File: src/rtl/board_io_ctrl.sv
// Board memory port scheduler: host load stream, exclusive solver window, host readback stream.
// Owns the single port of the board memory and arbitrates it by controller state.
module board_io_ctrl #(
    parameter int unsigned CELLS = 81,
    parameter int unsigned AW    = 7,
    parameter int unsigned DW    = 4
) (
    input  logic          clk,
    input  logic          rst_n,
    input  logic          i_start,
    input  logic          i_in_valid,
    input  logic [DW-1:0] i_in_data,
    output logic          o_in_ready,
    output logic          o_out_valid,
    output logic [DW-1:0] o_out_data,
    output logic          o_out_last,
    input  logic          i_out_ready,
    output logic          o_solver_rstn,
    output logic          o_solver_start,
    input  logic          i_solver_done,
    input  logic [AW-1:0] i_slv_addr,
    input  logic          i_slv_we,
    input  logic [DW-1:0] i_slv_wrdata,
    output logic [AW-1:0] o_mem_addr,
    output logic          o_mem_we,
    output logic [DW-1:0] o_mem_wrdata,
    input  logic [DW-1:0] i_mem_rddata,
    output logic          o_busy,
    output logic          o_err,
    output logic          o_done
);

    localparam logic [AW-1:0] LAST_CELL = AW'(CELLS - 1);
    localparam logic [DW-1:0] MAX_DIGIT = DW'(9);

    typedef enum logic [2:0] {
        S_IDLE,
        S_LOAD,
        S_KICK,
        S_SOLVE,
        S_RD,
        S_PRES
    } state_t;

    state_t        r_state;
    logic [AW-1:0] r_cnt;
    logic          r_in_ready;
    logic          r_out_valid;
    logic          r_out_last;
    logic          r_pres_first;
    logic [DW-1:0] r_out_hold;
    logic          r_solver_rstn;
    logic          r_solver_start;
    logic          r_busy;
    logic          r_err;
    logic          r_done;

    logic          w_bad_digit;
    logic [DW-1:0] w_load_data;

    assign w_bad_digit = (i_in_data > MAX_DIGIT);
    assign w_load_data = w_bad_digit ? '0 : i_in_data;

    // Controller state, cell counter and all registered outputs
    always_ff @(posedge clk or negedge rst_n) begin
        if (!rst_n) begin
            r_state        <= S_IDLE;
            r_cnt          <= '0;
            r_in_ready     <= 1'b0;
            r_out_valid    <= 1'b0;
            r_out_last     <= 1'b0;
            r_pres_first   <= 1'b0;
            r_out_hold     <= '0;
            r_solver_rstn  <= 1'b0;
            r_solver_start <= 1'b0;
            r_busy         <= 1'b0;
            r_err          <= 1'b0;
            r_done         <= 1'b0;
        end else begin
            r_solver_start <= 1'b0;
            r_done         <= 1'b0;
            case (r_state)
                S_IDLE: begin
                    if (i_start) begin
                        r_state    <= S_LOAD;
                        r_cnt      <= '0;
                        r_err      <= 1'b0;
                        r_in_ready <= 1'b1;
                        r_busy     <= 1'b1;
                    end
                end
                S_LOAD: begin
                    if (i_in_valid) begin
                        if (w_bad_digit) begin
                            r_err <= 1'b1;
                        end
                        if (r_cnt == LAST_CELL) begin
                            r_state        <= S_KICK;
                            r_in_ready     <= 1'b0;
                            r_solver_rstn  <= 1'b1;
                            r_solver_start <= 1'b1;
                        end else begin
                            r_cnt <= r_cnt + AW'(1);
                        end
                    end
                end
                S_KICK: begin
                    r_state <= S_SOLVE;
                end
                S_SOLVE: begin
                    if (i_solver_done) begin
                        r_state <= S_RD;
                        r_cnt   <= '0;
                    end
                end
                S_RD: begin
                    r_state      <= S_PRES;
                    r_out_valid  <= 1'b1;
                    r_out_last   <= (r_cnt == LAST_CELL);
                    r_pres_first <= 1'b1;
                end
                S_PRES: begin
                    // First PRES cycle is when the synchronous read data arrives; freeze it
                    r_pres_first <= 1'b0;
                    if (r_pres_first) begin
                        r_out_hold <= i_mem_rddata;
                    end
                    if (i_out_ready) begin
                        r_out_valid <= 1'b0;
                        r_out_last  <= 1'b0;
                        if (r_out_last) begin
                            r_state       <= S_IDLE;
                            r_done        <= 1'b1;
                            r_busy        <= 1'b0;
                            r_solver_rstn <= 1'b0;
                        end else begin
                            r_cnt   <= r_cnt + AW'(1);
                            r_state <= S_RD;
                        end
                    end
                end
                default: begin
                    r_state <= S_IDLE;
                end
            endcase
        end
    end

    // Memory port mux: host writes in LOAD, solver pass-through in SOLVE, counter address otherwise
    always_comb begin
        o_mem_addr   = r_cnt;
        o_mem_we     = 1'b0;
        o_mem_wrdata = '0;
        case (r_state)
            S_LOAD: begin
                o_mem_we     = i_in_valid;
                o_mem_wrdata = w_load_data;
            end
            S_SOLVE: begin
                o_mem_addr   = i_slv_addr;
                o_mem_we     = i_slv_we;
                o_mem_wrdata = i_slv_wrdata;
            end
            default: begin
                o_mem_addr = r_cnt;
            end
        endcase
    end

    assign o_in_ready     = r_in_ready;
    assign o_out_valid    = r_out_valid;
    assign o_out_data     = r_pres_first ? i_mem_rddata : r_out_hold;
    assign o_out_last     = r_out_last;
    assign o_solver_rstn  = r_solver_rstn;
    assign o_solver_start = r_solver_start;
    assign o_busy         = r_busy;
    assign o_err          = r_err;
    assign o_done         = r_done;

endmodule

File: config.mk
export PLATFORM = sky130hd
export DESIGN_NAME = board_io_ctrl
export DESIGN_NICKNAME = d
export VERILOG_FILES = /design/src/rtl/board_io_ctrl.sv
export SDC_FILE = /design/constraint.sdc
export NUM_CORES = 1
export LEC_CHECK = 0
export ABC_AREA = 1
export BUFFER_PORTS_ARGS = -buffer_cell sky130_fd_sc_hd__buf_4
export CAP_MARGIN = 10
export CORE_UTILIZATION = 30
export DETAILED_ROUTE_END_ITERATION = 6
export MAX_ROUTING_LAYER = met4
export PLACE_DENSITY = 0.55
export SETUP_SLACK_MARGIN = 0.1
export SYNTH_ARGS = -nofsm -noshare
export SYNTH_HDL_FRONTEND = slang
export SYNTH_SLANG_ARGS = --single-unit
File: constraint.sdc
create_clock -name clk -period 1.4 [get_ports clk]
set_clock_uncertainty 0.1 [all_clocks]
set_input_delay 0.35 -clock clk [delete_from_list [all_inputs] [get_ports clk]]
set_output_delay 0.35 -clock clk [all_outputs]
set_load 0.03 [all_outputs]
Word level (Yosys, flattened, before mapping):

Cells that the tools add are included.

* logic and storage cells: 85
* output and inout bits: 24
* bits in registers: 23
* bits of input ports: 26

* $add $sub $neg: 1
* equality and inequality tests: 15
* order comparisons: 1
* mux-type cells: 43
* reductions and logical operators: 13

Operator list (count)
* 7-bit two-way mux: 7
* 7-bit case mux with 4 select lines: 1
* 3-bit two-way mux: 6
* 2-bit inequality test (second input constant): 9
* 3-bit case mux with 6 select lines: 1
* 1-bit two-way mux: 17
* 1-bit case mux with 2 select lines: 8
* 4-bit AND reduction: 3
* 5-bit AND reduction: 2
* 4-bit two-way mux: 2
* 4-bit case mux with 2 select lines: 1
* 2-bit nonzero test: 4
* 7-bit by 1-bit adder with 7-bit output (second input constant): 1
* 7-bit equality test (second input constant): 1
* 7-bit AND reduction: 1
* 3-bit by 2-bit equality test with 1-bit output (second input constant): 2
* 3-bit equality test (second input constant): 2
* 4-bit > comparator (second input constant): 1
* 4-bit nonzero test: 1
* 3-bit by 1-bit equality test with 1-bit output (second input constant): 1
* 3-bit zero test: 1
* 2-bit AND reduction: 1

Logic depth before layout (Yosys ltp):

* depth after elaboration: 4
* mapped depth: 10
* depth with buffers taken out: 9

Least setup slack after synthesis:

No wires, ideal clock.

* path type: register to output
* start point: register r_state[0]
* end point: output port o_mem_addr[0]
* slack: -550 ps
* data arrival time: 1500 ps
* required time: 950 ps
* path buffers: 2
* cell stages (with the launch flop): 6
* path through: dfrtp_1 -> buf_4 -> nand2_2 -> nor2_4 -> buf_2 -> o21ai_0

* longest elaborated chain between the ends: 2

Ends and longest elaborated chain
* from (decl): line 45 `state_t r_state;`
* from (signal assigned): line 67 `r_state <= S_IDLE;`
* from (signal assigned): line 85 `r_state <= S_LOAD;`
* from (signal assigned): line 98 `r_state <= S_KICK;`
* 3-bit by 2-bit equality test with 1-bit output: line 154 `case (r_state)`
* 7-bit two-way mux: line 154
* to (decl): line 24 `output logic [AW-1:0] o_mem_addr,`

Every way passes these cells.

Final worst setup path:

* start point: register r_state[1]
* end point: output port o_mem_wrdata[2]

* longest elaborated chain between the ends: 2
* elaborated cells between the ends (all ways): 3
* those cells by class: eq/ne: 2; mux: 1

Ends and longest elaborated chain
* 3-bit by 2-bit equality test with 1-bit output / 3-bit by 1-bit equality test with 1-bit output (equally long branches): line 154
* 4-bit case mux with 2 select lines (*): line 154
* to (decl): line 26 `output logic [DW-1:0] o_mem_wrdata,`

Every way passes the cells marked *; elsewhere a longest branch is shown, timed or not.

==> results.py <==
metrics = {
    "global_routing": {
        "grt_max_degree": 24,
        "busiest_layer": "met2",
        "met3_usage": 0.0384,
        "antenna_found_initial": 0,
        "grt_pass1_vias": 1738,
        "use_met1": 0.209,
        "grt_usage": 0.187,
        "grt_util_met2": 0.340,
        "grt_overflow": 0,
        "grt_pass1_wl_um": 7590,
    },
    "placed_design": {
        "place.detailed.hpwl_um": 3220,
        "portBuffers": 49,
        "routabilityCongestion": 0.806,
    },
    "die": {
        "initial_core_util": 0.319,
        "dieHeight_um": 73.9,
        "die_w_um": 73.9,
        "die-area_um2": 5450,
        "num_io_pins": 50,
        "core_um2": 4850,
        "rows": 25,
    },
    "synthesis": {
        "syn_inst": 206,
        "synth.cell_area_um2": 1550,
        "ys_seq_area_frac": 0.372,
        "async_reset_ff_frac": 1.00,
        "synth_edf_count": 0,
        "synth_top_area_share": 0.372,
        "yosys-top-cells-area": "dfrtp_1 37%, nand2_1 16%, o21ai_0 6.5%",
        "ys_ff_latch": 23,
        "synth_top_cell_by_area": "dfrtp_1",
        "yosysMostFrequentCell": "nand2_1",
        "synthDistinctLibCells": 32,
        "ys_warn_count": 0,
        "avgSynthCellArea_um2": 7.52,
        "synth_ff_type": "dfrtp_1",
        "synthTopCellsByCount": "67 x nand2_1, 23 x dfrtp_1, 20 x o21ai_0, 18 x nor2_1, 17 x inv_1",
        "synth_nets": 234,
    },
    "pwr": {
        "p_switching_uw": 3030,
        "ir_drop_uv": 1180,
        "clkPwrFrac": 0.065,
        "power_switching_share": 0.462,
        "finalPower_uw": 6560,
        "power.internal_uw": 3530,
        "power.static_leakage_uw": 0.00153,
        "powerDensity_nw_per_um2": 2140,
        "p_seq_frac": 0.159,
        "p_comb_frac": 0.776,
    },
    "timing": {
        "finalSetupTns_ns": -12.49,
        "rsz0062_at_grt": "yes",
        "slew_violations": 0,
        "finalWorstSetupSlack_ns": -0.468,
        "max_slew_margin": 0.790,
        "finalSetupViolations": 39,
        "finalCriticalPeriod_ns": 1.87,
        "finalHoldViolCount": 0,
        "tightest_slew_ns": 0.315,
        "whs_ns": 0.279,
        "fmax_ghz": 0.535,
        "period_share": 1.33,
    },
    "cts": {
        "clk_pin_slew_ns": 0.09,
        "clock_latency_ns": 0.26,
        "cts_made_buffers": 3,
        "htreeDepth": 1,
        "cts_sinks": 23,
        "root_buffer": "clkbuf_8",
        "clock_path_buffers": 2,
        "cts_tree": "done",
    },
    "cells_and_area": {
        "largest_reg_flops": 7,
        "regMostFlops": "r_cnt",
        "antenna_cells": 0,
        "drive_above_1_share": 0.666,
        "area_growth_pct": 97.5,
        "reg_top3": "r_cnt (7), r_out_hold (4), r_state (3)",
        "nNetsFinal": 349,
        "final_util": 0.631,
    },
    "drt": {
        "vias": 1787,
        "drc": 0,
        "firstDrtPassIters": 4,
        "postRouteAntennaNets": 0,
        "drtIter0Drc": 38,
        "drt_wl_total_um": 4830,
        "wire_per_inst_um": 12.5,
        "via_per_inst": 4.62,
    },
    "hold_path": {
        "min_path_type": "in2reg",
    },
    "critical_path": {
        "critical_path_class": "reg2out",
        "crit_arrival_ns": 1.42,
        "crit_required_ns": 0.95,
        "cp-start-kind": "flip-flop",
        "endpoint_kind": "output pin",
        "cp_max_fo": 5,
    },
    "flow_run": {
        "drv_cap": 0,
    },
    "outcome": {
        "violations": "setup timing",
        "status": "complete, but fails checks",
    },
}
-- cells in the final DEF (no fill, tap or decap), drive strengths merged, types with 3 or more instances in the layout --
cell	netlist	layout
buf	6	116
nand2	75	75
nor2	25	25
dfrtp	23	23
o21ai	21	21
inv	20	20
nand3	14	14
a21oi	5	5
a32o	4	4
clkbuf	1	4
nand4	3	3
-- layout make-up --
| cell class | instances | area [um^2] |
|---|---|---|
| sequential | 23 | 578 |
| timing repair buffer | 117 | 1070 |
| clock buffer | 4 | 45.0 |
| multi-input combinational | 156 | 1190 |
| inverter | 20 | 87.6 |
| tap | 67 | 83.8 |
| fill | 410 | 1790 |
-- kinds of logic (layout without fill, tap and decap cells) --
kind of cell             after synthesis  in the layout  share of synthesized area
AO/OA/AOI/OAI                         30             30                      0.112
XOR/XNOR                               2              2                     0.0113
adder cells (fa/ha/maj)                2              2                     0.0162
buffers and inverters                 27            141                     0.0848
flip-flops                            23             23                      0.372
AND/OR/NAND/NOR                      122            122                      0.404
-- path summary, 6_finish.rpt --
kind                          startpoint         endpoint  slack (ns)  cells past startpoint
max                           r_state[1]  o_mem_wrdata[2]       -0.47                      6
min                          i_out_ready           o_done        0.28                      3
max reg2reg                   r_state[0]         r_cnt[2]       -0.44                     11
min reg2reg                o_solver_rstn    o_solver_rstn        0.41                      2
max in group asynchronous          rst_n       r_state[1]        0.53                      2
min in group asynchronous          rst_n            o_err        0.41                      2
-- through the flow --
stage | cells | cell area [um^2] | setup WS (ns)
after floorplan | 206 | 1740 | -0.156
after global placement | 357 | 2470 | -0.256
after detailed placement | 357 | 2470 | -0.281
after CTS | 377 | 2880 | -0.451
after global routing | 387 | 3060 | -0.517
final | 387 | 3060 | -0.468
-- power by group through the flow --
| stage | sequential [uW] | combinational [uW] | clock [uW] |
|---|---|---|---|
| detailed placement | 1040 | 3730 | 0 |
| floorplan | 1180 | 2280 | 0 |
| global route | 1070 | 5430 | 457 |
| finish | 1040 | 5090 | 427 |
| CTS | 1040 | 4640 | 435 |
| global placement | 1030 | 3710 | 0 |
-- critical path, stage by stage, from the launching register on --
cell and delay (ns):
dfrtp_2 0.46, buf_6 0.14, inv_6 0.06, nand2_8 0.06
nor2_8 0.13, a32o_2 0.18, buf_6 0.13
-- what timing repair did --
item,in CTS,in global routing
endpoints found under the setup margin,40,44
endpoints found under the hold margin,23,0
hold buffers,1,0
buffers inserted,16,13
gates resized for setup,75,32
pin swaps,30,25
-- layer usage --
layer	up-vias	wire, um
met5	-	0
met4	0	24
met3	4	152
met2	29	2660
met1	860	1990
li1	894	-
No activity file was read; power rests on OpenSTA's default activity.
